## config.mk

```make
export PLATFORM = sky130hd
export DESIGN_NAME = digit_serial_adder
export DESIGN_NICKNAME = d
export VERILOG_FILES = /design/src/rtl/digit_serial_adder.sv
export SDC_FILE = /design/constraint.sdc
export NUM_CORES = 1
export LEC_CHECK = 0
export ABC_AREA = 1
export BUFFER_PORTS_ARGS = -buffer_cell sky130_fd_sc_hd__buf_2
export CORE_UTILIZATION = 54
export CTS_CLUSTER_SIZE = 25
export DETAILED_ROUTE_END_ITERATION = 10
export PLACE_DENSITY = 0.78
export SLEW_MARGIN = 0
export SYNTH_ARGS = -nofsm -noshare
export SYNTH_HDL_FRONTEND = slang
export SYNTH_SLANG_ARGS = --single-unit
```

## constraint.sdc

```tcl
create_clock -name clk -period 2.1 [get_ports clk]
set_input_delay 0.21 -clock clk [delete_from_list [all_inputs] [get_ports clk]]
set_output_delay 0.21 -clock clk [all_outputs]
set_load 0.02 [all_outputs]
```

## src/rtl/digit_serial_adder.sv

```systemverilog
// Digit-serial WIDTH-bit adder: one DIGIT-bit slice per clock, LSD first, with a start/busy/done handshake.
// Optional subtraction (A-B) is enabled by defining DIGIT_SERIAL_ADDER_SUB_EN.
module digit_serial_adder #(
    parameter int WIDTH = 32,
    parameter int DIGIT = 4
) (
    input  logic             clk,
    input  logic             rst_n,
    input  logic             start,
    input  logic [WIDTH-1:0] a,
    input  logic [WIDTH-1:0] b,
    input  logic             ci,
    input  logic             sub,
    output logic             busy,
    output logic             done,
    output logic [WIDTH-1:0] sum,
    output logic             co
);

    localparam int N  = WIDTH / DIGIT;
    localparam int CW = (N > 1) ? $clog2(N) : 1;

    generate
        if ((DIGIT < 1) || (DIGIT > WIDTH) || ((WIDTH % DIGIT) != 0)) begin : g_bad_param
            $fatal(1, "digit_serial_adder: WIDTH must be a positive multiple of DIGIT");
        end
    endgenerate

    typedef enum logic [1:0] {
        S_IDLE,
        S_RUN,
        S_DONE
    } state_t;

    state_t           r_state;
    logic [WIDTH-1:0] r_a;
    logic [WIDTH-1:0] r_b;
    logic [WIDTH-1:0] r_res;
    logic [WIDTH-1:0] r_sum;
    logic             r_carry;
    logic             r_co;
    logic             r_busy;
    logic             r_done;
    logic [CW-1:0]    r_cnt;

    logic [WIDTH-1:0] w_b_in;
    logic             w_c_in;
    logic [DIGIT:0]   w_dsum;
    logic [WIDTH-1:0] w_res_next;
    logic [WIDTH-1:0] w_a_next;
    logic [WIDTH-1:0] w_b_next;

`ifdef DIGIT_SERIAL_ADDER_SUB_EN
    // Subtraction is A + ~B + 1; the final carry then reads as "no borrow".
    assign w_b_in = sub ? ~b : b;
    assign w_c_in = sub | ci;
`else
    logic w_unused_sub;
    assign w_b_in       = b;
    assign w_c_in       = ci;
    assign w_unused_sub = sub;
`endif

    assign w_dsum = {1'b0, r_a[DIGIT-1:0]} + {1'b0, r_b[DIGIT-1:0]} + {{DIGIT{1'b0}}, r_carry};

    generate
        if (N == 1) begin : g_single
            logic w_unused_res;
            assign w_res_next   = w_dsum[DIGIT-1:0];
            assign w_a_next     = '0;
            assign w_b_next     = '0;
            assign w_unused_res = ^r_res;
        end else begin : g_multi
            // New digit enters at the top; after N shifts the first digit sits at bit 0.
            assign w_res_next = {w_dsum[DIGIT-1:0], r_res[WIDTH-1:DIGIT]};
            assign w_a_next   = {{DIGIT{1'b0}}, r_a[WIDTH-1:DIGIT]};
            assign w_b_next   = {{DIGIT{1'b0}}, r_b[WIDTH-1:DIGIT]};
        end
    endgenerate

    always_ff @(posedge clk or negedge rst_n) begin
        if (!rst_n) begin
            r_state <= S_IDLE;
            r_a     <= '0;
            r_b     <= '0;
            r_res   <= '0;
            r_sum   <= '0;
            r_carry <= 1'b0;
            r_co    <= 1'b0;
            r_busy  <= 1'b0;
            r_done  <= 1'b0;
            r_cnt   <= '0;
        end else begin
            case (r_state)
                S_IDLE, S_DONE: begin
                    r_done <= 1'b0;
                    if (start) begin
                        r_a     <= a;
                        r_b     <= w_b_in;
                        r_carry <= w_c_in;
                        r_res   <= '0;
                        r_cnt   <= '0;
                        r_busy  <= 1'b1;
                        r_state <= S_RUN;
                    end else begin
                        r_state <= S_IDLE;
                    end
                end
                S_RUN: begin
                    r_a     <= w_a_next;
                    r_b     <= w_b_next;
                    r_res   <= w_res_next;
                    r_carry <= w_dsum[DIGIT];
                    r_cnt   <= r_cnt + 1'b1;
                    if (r_cnt == CW'(N - 1)) begin
                        r_sum   <= w_res_next;
                        r_co    <= w_dsum[DIGIT];
                        r_busy  <= 1'b0;
                        r_done  <= 1'b1;
                        r_state <= S_DONE;
                    end
                end
                default: begin
                    r_state <= S_IDLE;
                    r_busy  <= 1'b0;
                    r_done  <= 1'b0;
                end
            endcase
        end
    end

    assign busy = r_busy;
    assign done = r_done;
    assign sum  = r_sum;
    assign co   = r_co;

endmodule

```

# After elaboration in Yosys (flattened, before gate mapping)
# Cells that the tools add are included.
# word_totals
mem_bits_ro	0
reg_bits	137
latchBits	0
mem_bits_rw	0
in_bits	69
wordCells	42
memories	0
output_inout_bits	35
# classes
div	0
n_shift	0
n_mul	0
n_addsub	3
mux	18
n_reduce_logical	6
order_cmp	0
eq_ne	5
bitwise	0
# ops
operator	count
$pmux W32 S2	3
$mux W32	3
$mux W1	6
$pmux W3 S2	1
$reduce_and A2 Y1	3
$add A4 B4 Y5	1
$add A5 B1 Y5	1
$ne A2 B2 Y1 const B	2
$pmux W1 S2	2
$pmux W2 S2	1
$add A3 B1 Y3 const B	1
$eq A3 B3 Y1 const B	1
$mux W3	1
$eq A2 B1 Y1 const B	1
$eq A2 B2 Y1 const B	1
$logic_not A2 Y1	1
$mux W2	1
$reduce_bool A2 Y1	1
$reduce_or A2 Y1	1

# Depth between registers and ports, before layout
# Gate-level depths: netlist of the first run.
# depth
ltp_word	4
depth_mapped	7
depth_no_buf	7

# Least setup slack after synthesis of the first run
# No wires, ideal clock.
# synth_timing
kind	register to register
startpoint	register r_a[0]
endpoint	register r_res[30]
setup_slack_ps	454
stages_incl_launch_ff	6
arrival_time_ps	1525
path_buffers	0
t_required_ps	1979
path_cell_list	dfrtp_1 fa_1 fa_1 xor2_1 nand2_1 o21ai_1
# synth_via
elab_chain_cells	3
# synth_rtl
element	line_no	source
start: declaration	36	logic [WIDTH-1:0] r_a;
start signal: assignment	110	r_a <= w_a_next;
$add A4 B4 Y5	64	assign w_dsum = {1'b0, r_a[DIGIT-1:0]} + {1'b0, r_b[DIGIT-1:0]} + {{DIGIT{1'b0}}, r_carry};
$add A5 B1 Y5	64	
$pmux W32 S2	94	case (r_state)
end signal: assignment	112	r_res <= w_res_next;
end: declaration	38	logic [WIDTH-1:0] r_res;
# Every way passes these cells.
# A chain may end at the register's enable or synchronous reset.

# Worst setup path in the final report of the first run
# Same ends and word-level chain as after synthesis.

==> summary.txt, run 1 <==
Finish
  – Layout cell share with drive strength beyond 1: about a fifth
  – Design area: 7148 um^2
  – Fillers: 634
  – Nets: 774
  – Post-Layout Cell Count: 840
  – Layout area overhead: 36.67%
  – # diodes: 0

Synthesis
  – FF+latch count, synth: 132
  – Mapped Nets: 609
  – Unique masters post-synth: 19
  – Sequential-to-total area share from yosys stat: around 63%
  – Synth warn: 0
  – Synthesized area per cell: 9.812 um^2
  – Cell count after synthesis: 533
  – Post-Syn Area: 5230 um^2

Drt
  – DRT Pass-1 Iters: 7
  – DR vias: 4506
  – # DRC: 0
  – DRT Wirelength: between 10000 and 15000 um
  – Via density: 5.364
  – Number of DRC markers in iteration 0: between 300 and 400
  – WL/cell: 16.24 um
  – Final ANT Viol Nets: 0

Clock tree
  – Max clock buf depth: 2
  – H-Tree Depth: 4
  – CTS tree: built
  – CTS sink cnt: approximately 130
  – CTS Root Cell: clkbuf_8
  – Skew-Pair Late Insertion Delay: ~0.51 ns
  – Resize count post-CTS: 0
  – Cts bufs inserted: 17
  – Worst-path clk slew: 0.06 ns

Floorplan
  – DIE HEIGHT: between 100 and 150 um
  – Initial Util: 56.07%
  – Total core area: 9328 um^2
  – Die ar.: 10080 um^2
  – # rows: 35
  – Top Ports: 104
  – Chip Width: 100.4 um

Critical path
  – Startpoint types: register
  – Worst reg2reg startpoint: r_a[0]
  – Reg2reg end: r_res[30]
  – CP Launch Point: r_a[0]
  – Crit end category: register
  – Reg2reg path depth: 5
  – Worst setup path endpoint: r_res[30]
  – Crit Path Class: reg2reg
  – R2r setup slk: 0.27 ns
  – CP Data Required Time: 2.52 ns
  – Crit path DAT: 2.25 ns
  – Worst-path maximum fanout: 3

Global route
  – Gr ovfl total: 0
  – Initial antenna violation count: 0
  – Largest net degree at the start of global routing: about 60
  – First-pass GRT wire length: 22390 um
  – Vias in the first global route: 4644
  – Gr usage total: around 30%

Power and ir drop
  – Power Density: 1692 nW/um^2
  – Maximum VDD drop: 0.0007624 V
  – Leak pwr: about 3.5 nW

STA
  – Highest Clock Rate: 545.5 MHz
  – # setup viols final: 0
  – Hold Vio Cnt, Final: 0
  – Post-route clock skew: 0.01110 ns
  – Tcrit/Tclk final: about 87%
  – RSZ-0062 raised after global routing: false
  – Slew Viols, Final: 0
  – Worst slew pin tran: 0.6167 ns
  – Fin crit period: 1.833 ns
  – Setup TNS: 0 ns
  – WHS: 0.2217 ns
  – Max transition margin: 58.89%

Place
  – Inst Count DP: 742
  – Post-DP Area: between 5000 and 6000 um^2
  – Detailed-placement wirelength estimate: 7292 um
  – Gp weighted congestion: 0.7879
  – IO buf count: 102

Flow run
  – Max Cap Viol: 0

Outcome
  – Status: finished, final reports clean

Hold path
  – HP Class: in2async
[where the power goes]
group          internal, W  total (W)  switching (W)
sequential         0.00374    0.00442       0.000683
clock              0.00206    0.00320        0.00114
combinational      0.00166    0.00447        0.00281
total              0.00745     0.0121        0.00464
[worst min path at each step]
stage / from / to / slack (ns) / depth (start not counted)
after floorplan: rst_n / busy / -0.09 / 0
after global placement: rst_n / sum[25] / 0.20 / 1
after detailed placement: rst_n / sum[21] / 0.20 / 1
after CTS: rst_n / sum[21] / 0.23 / 2
after global routing: rst_n / sum[21] / 0.25 / 2
final: rst_n / sum[21] / 0.22 / 2
[registers in the layout, indices dropped and copies added (netlist names)]
signal,flops
busy,1
co,1
done,1
r_a,32
r_b,32
r_carry,1
r_cnt,3
r_res,28
r_state,1
sum,32
[cell usage after synthesis]
| library cell | n | area share (%) |
|---|---|---|
| buf_2 | 17 | 1.6 |
| dfrtp_1 | 132 | 63 |
| inv_1 | 36 | 2.6 |
| inv_2 | 3 | 0.22 |
| nand2_4 | 1 | 0.22 |
| nand3_1 | 7 | 0.67 |
| buf_4 | 2 | 0.29 |
| nand2_2 | 3 | 0.36 |
| a21oi_1 | 3 | 0.29 |
| o21ai_0 | 26 | 2.5 |
| fa_1 | 2 | 0.77 |
| nand2_1 | 80 | 5.7 |
| buf_6 | 5 | 1.1 |
| o21ai_1 | 7 | 0.67 |
| o22ai_1 | 82 | 9.8 |
| ha_1 | 5 | 1.2 |
| xor2_1 | 1 | 0.17 |
| clkbuf_1 | 7 | 0.50 |
| nor2_1 | 114 | 8.2 |
[repair_timing]
| item | 4_1_cts | 5_1_grt |
|---|---|---|
| hold buffers | 66 | 0 |
| endpoints found under the setup margin | 0 | 0 |
| endpoints found under the hold margin | 120 | 0 |
| buffers inserted | 0 | 0 |
[cell usage in the layout (no fill, tap or decap), drive strengths merged]
master	Yosys	layout
ha	5	5
nand3	7	7
fa	2	2
clkinv	0	6
o21ai	33	33
dfrtp	132	132
bufinv	0	5
nor2	114	114
a21oi	3	3
clkinvlp	0	3
xor2	1	1
o22ai	82	82
clkbuf	7	17
dlygate4sd3	0	66
buf	24	111
nand2	84	84
inv	39	40
[metrics by stage]
stage | power, W | worst slack (ns) | utilization (%)
2_1_floorplan | 0.007447 | 0.4536 | -
3_3_place_gp | 0.008347 | 0.3884 | 62.64
3_5_place_dp | 0.008600 | 0.3378 | 62.64
4_1_cts | 0.01200 | 0.2549 | 76.63
5_1_grt | 0.01285 | 0.1938 | 76.63
6_report | 0.01209 | 0.2667 | 76.63
[per-layer routing]
metal / vias to the layer above / GRT usage (%) / share of wire [%]
met3: 35 / 7.382 / 6.1
li1: 2112 / - / -
met5: - / 0 / 0
met4: 0 / 10.93 / 2.1
met1: 2143 / 34.69 / 39
met2: 216 / 52.37 / 53
[final cells by class]
class / instances / area [um^2] / share of cell area, %
Multi-Input combinational cell: 331 / 1598 / 22.35
Clock inverter: 15 / 230.2 / 3.221
Clock buffer: 17 / 414.1 / 5.794
Inverter: 39 / 146.4 / 2.048
Sequential cell: 132 / 3303 / 46.21
Tap cell: 129 / 161.4 / 2.258
Timing Repair Buffer: 177 / 1295 / 18.12
[kinds of logic (layout without fill, tap and decap cells)]
family	after synthesis	count (layout)	share of synthesized area, %
xor+xnor	1	1	0.1675
simple gates	205	205	15.17
flops	132	132	63.16
fa+ha+maj	7	7	1.962
buf+inv	70	248	6.292
compound gates	118	118	13.25
[critical path, stage by stage (launching register included)]
cell     delay (ns)
dfrtp_1        0.40
fa_1           0.50
fa_1           0.43
xor2_1         0.21
nand2_1        0.07
o21ai_1        0.13
No activity file was read; power rests on OpenSTA's default activity.
==> run 2: changes to the inputs <==
CAP_MARGIN = 20   (was not set)
clock period = 1.7 ns   (was 2.1 ns; I/O delays follow)
==> run 2 against run 1 <==
Sequential power up 23%; final area about the same; utilization grew 0.054 points; count of clock-buffer cells in the layout rose by 2; fmax up 11%; wire length decreased by 1.5%; sequential cell count did not move; non-clock buffer count up 6; register-to-register slack got worse by 0.22 ns; worst hold slack got worse by 0.066 ns; sequential share of layout area about the same; cell count rose by 0.60%; critical path type unchanged.
==> summary.txt, run 2 (synthesis gave the netlist of run 1 again) <==
Critical path
  – Crit end category: register
  – R2r setup slk: 0.05 ns
  – Worst path max stage delay: 0.41 ns
  – Worst-path maximum fanout: 2
  – Cell family with most CP delay: adder cells
  – Startpoint types: register
  – CP Data Required Time: 2.09 ns
  – Crit path top cell by count: fa_2
  – Crit Path Class: reg2reg
  – Worst path cell trace: fa_2, fa_2, xor2_2, nand2_1, o21ai_2
  – CP bufs+invs: 0
  – Crit path DAT: roughly 2 ns
  – Crit path max-delay cell type: fa_2

Drt
  – DR vias: 4537
  – DRT Wirelength: ~13000 um
  – Number of DRC markers in iteration 0: 251
  – Via density: 5.369
  – DRT Pass-1 Iters: 5
  – Final ANT Viol Nets: 0
  – WL/cell: 15.91 um
  – # DRC: 0

Power and ir drop
  – Leak pwr: 3.544 nW
  – Share of total power in combinational logic: 37.6%
  – Maximum VDD drop: 0.0009826 V
  – Clock network power share: 25.4%
  – Power Density: 2059 nW/um^2
  – Seq pwr share: 37.0%
  – Net Switching: around 0.0056 W
  – Cell Int Power: ~0.009 W
  – Switching Share: a little under two fifths

Floorplan
  – Total core area: between 9000 and 10000 um^2
  – DIE HEIGHT: 100.4 um
  – Initial Util: 56.07%
  – Chip Width: about 100 um
  – # rows: 35
  – Top Ports: 104
  – Die ar.: 10080 um^2

Finish
  – Nets: a little under 800
  – Layout area overhead: 36.77%
  – Most frequent cells in the layout: dfrtp_1 (132), nor2_1 (114), buf_2 (101), o22ai_1 (82), nand2_1 (80)
  – Layout cell share with drive strength beyond 1: 22.07%
  – Fin util: 76.69%
  – Commonest non-fill, non-tap cell in the layout: dfrtp_1
  – # diodes: 0
  – Design area: 7153 um^2

Global route
  – First-pass GRT wire length: 22730 um
  – Gr usage total: 29.67%
  – Gr ovfl total: 0
  – Initial antenna violation count: 0
  – Largest net degree at the start of global routing: 50
  – Vias in the first global route: 4774

Clock tree
  – CTS sink cnt: around 130
  – H-Tree Depth: 4
  – Total setup buffers inserted after CTS: 0
  – CTS Root Cell: clkbuf_8
  – Worst-path clk slew: ~0.060 ns
  – Cts bufs inserted: 17
  – Skew-Pair Late Insertion Delay: 0.51 ns
  – Max clock buf depth: 2
  – CTS tree: built

STA
  – Hold Vio Cnt, Final: 0
  – Setup TNS: 0 ns
  – Highest Clock Rate: 605.1 MHz
  – Worst slew pin tran: 0.4873 ns
  – Max transition margin: 67.52%
  – RSZ-0062 raised after global routing: true
  – # setup viols final: 0
  – Fin crit period: 1.653 ns
  – Post-route clock skew: roughly 0.0063 ns
  – Tcrit/Tclk final: about 100%
  – Slew Viols, Final: 0
  – WHS: approximately 0.16 ns

Flow run
  – Max Cap Viol: 0

Place
  – Post-DP Area: 5863 um^2
  – Detailed-placement wirelength estimate: 7460 um
  – Gp weighted congestion: 0.8575
  – IO buf count: 102

Hold path
  – HP Class: in2async

Outcome
  – Status: finished, final reports clean
[run 2: final timing paths]
kind | from | depth (start not counted) | to
worst max-delay path | r_a[0] | 5 | r_res[30]
worst min-delay path | rst_n | 2 | sum[24]
worst max register to register | r_a[0] | 5 | r_res[30]
worst min register to register | r_b[31] | 2 | r_b[31]
max in group asynchronous | rst_n | 3 | sum[30]
min in group clk | start | 5 | r_a[20]
[run 2: metal layers]
layer / global-route usage, % / share of wire, %
met4: 12.60 / 2.5
met2: 50.16 / 51
met5: 0 / 0
met1: 36.67 / 41
met3: 7.033 / 5.8
[run 2: stage by stage]
stage | worst slack, ns | cells | power, W
6_report | 0.04737 | 845 | 0.01473
2_1_floorplan | 0.05355 | 533 | 0.009199
5_1_grt | -0.01732 | 845 | 0.01571
3_5_place_dp | -0.01491 | 748 | 0.01060
3_3_place_gp | 0.01005 | 748 | 0.01033
4_1_cts | 0.007948 | 845 | 0.01453
[run 2: layout make-up]
class | instances | area, um^2
fill | 610 | 2175
multi-input combinational | 331 | 1614
inverter | 39 | 146.4
tap | 129 | 161.4
clock inverter | 12 | 181.4
sequential | 132 | 3303
timing repair buffer | 183 | 1315
clock buffer | 19 | 431.7
[run 2: what timing repair did]
| item | in CTS | in global routing |
|---|---|---|
| hold buffers | 66 | 0 |
| pin swaps | 0 | 0 |
| gates resized for setup | 1 | 3 |
| endpoints found under the hold margin | 157 | 0 |
| gates cloned | 0 | 0 |
| endpoints found under the setup margin | 1 | 4 |
[run 2: power by group through the flow]
stage | sequential (W) | combinational (W) | clock, W
floorplan | 0.00568 | 0.00352 | 0
global placement | 0.00536 | 0.00498 | 0
detailed placement | 0.00543 | 0.00518 | 0
CTS | 0.00541 | 0.00538 | 0.00375
global route | 0.00558 | 0.00620 | 0.00393
finish | 0.00545 | 0.00554 | 0.00374
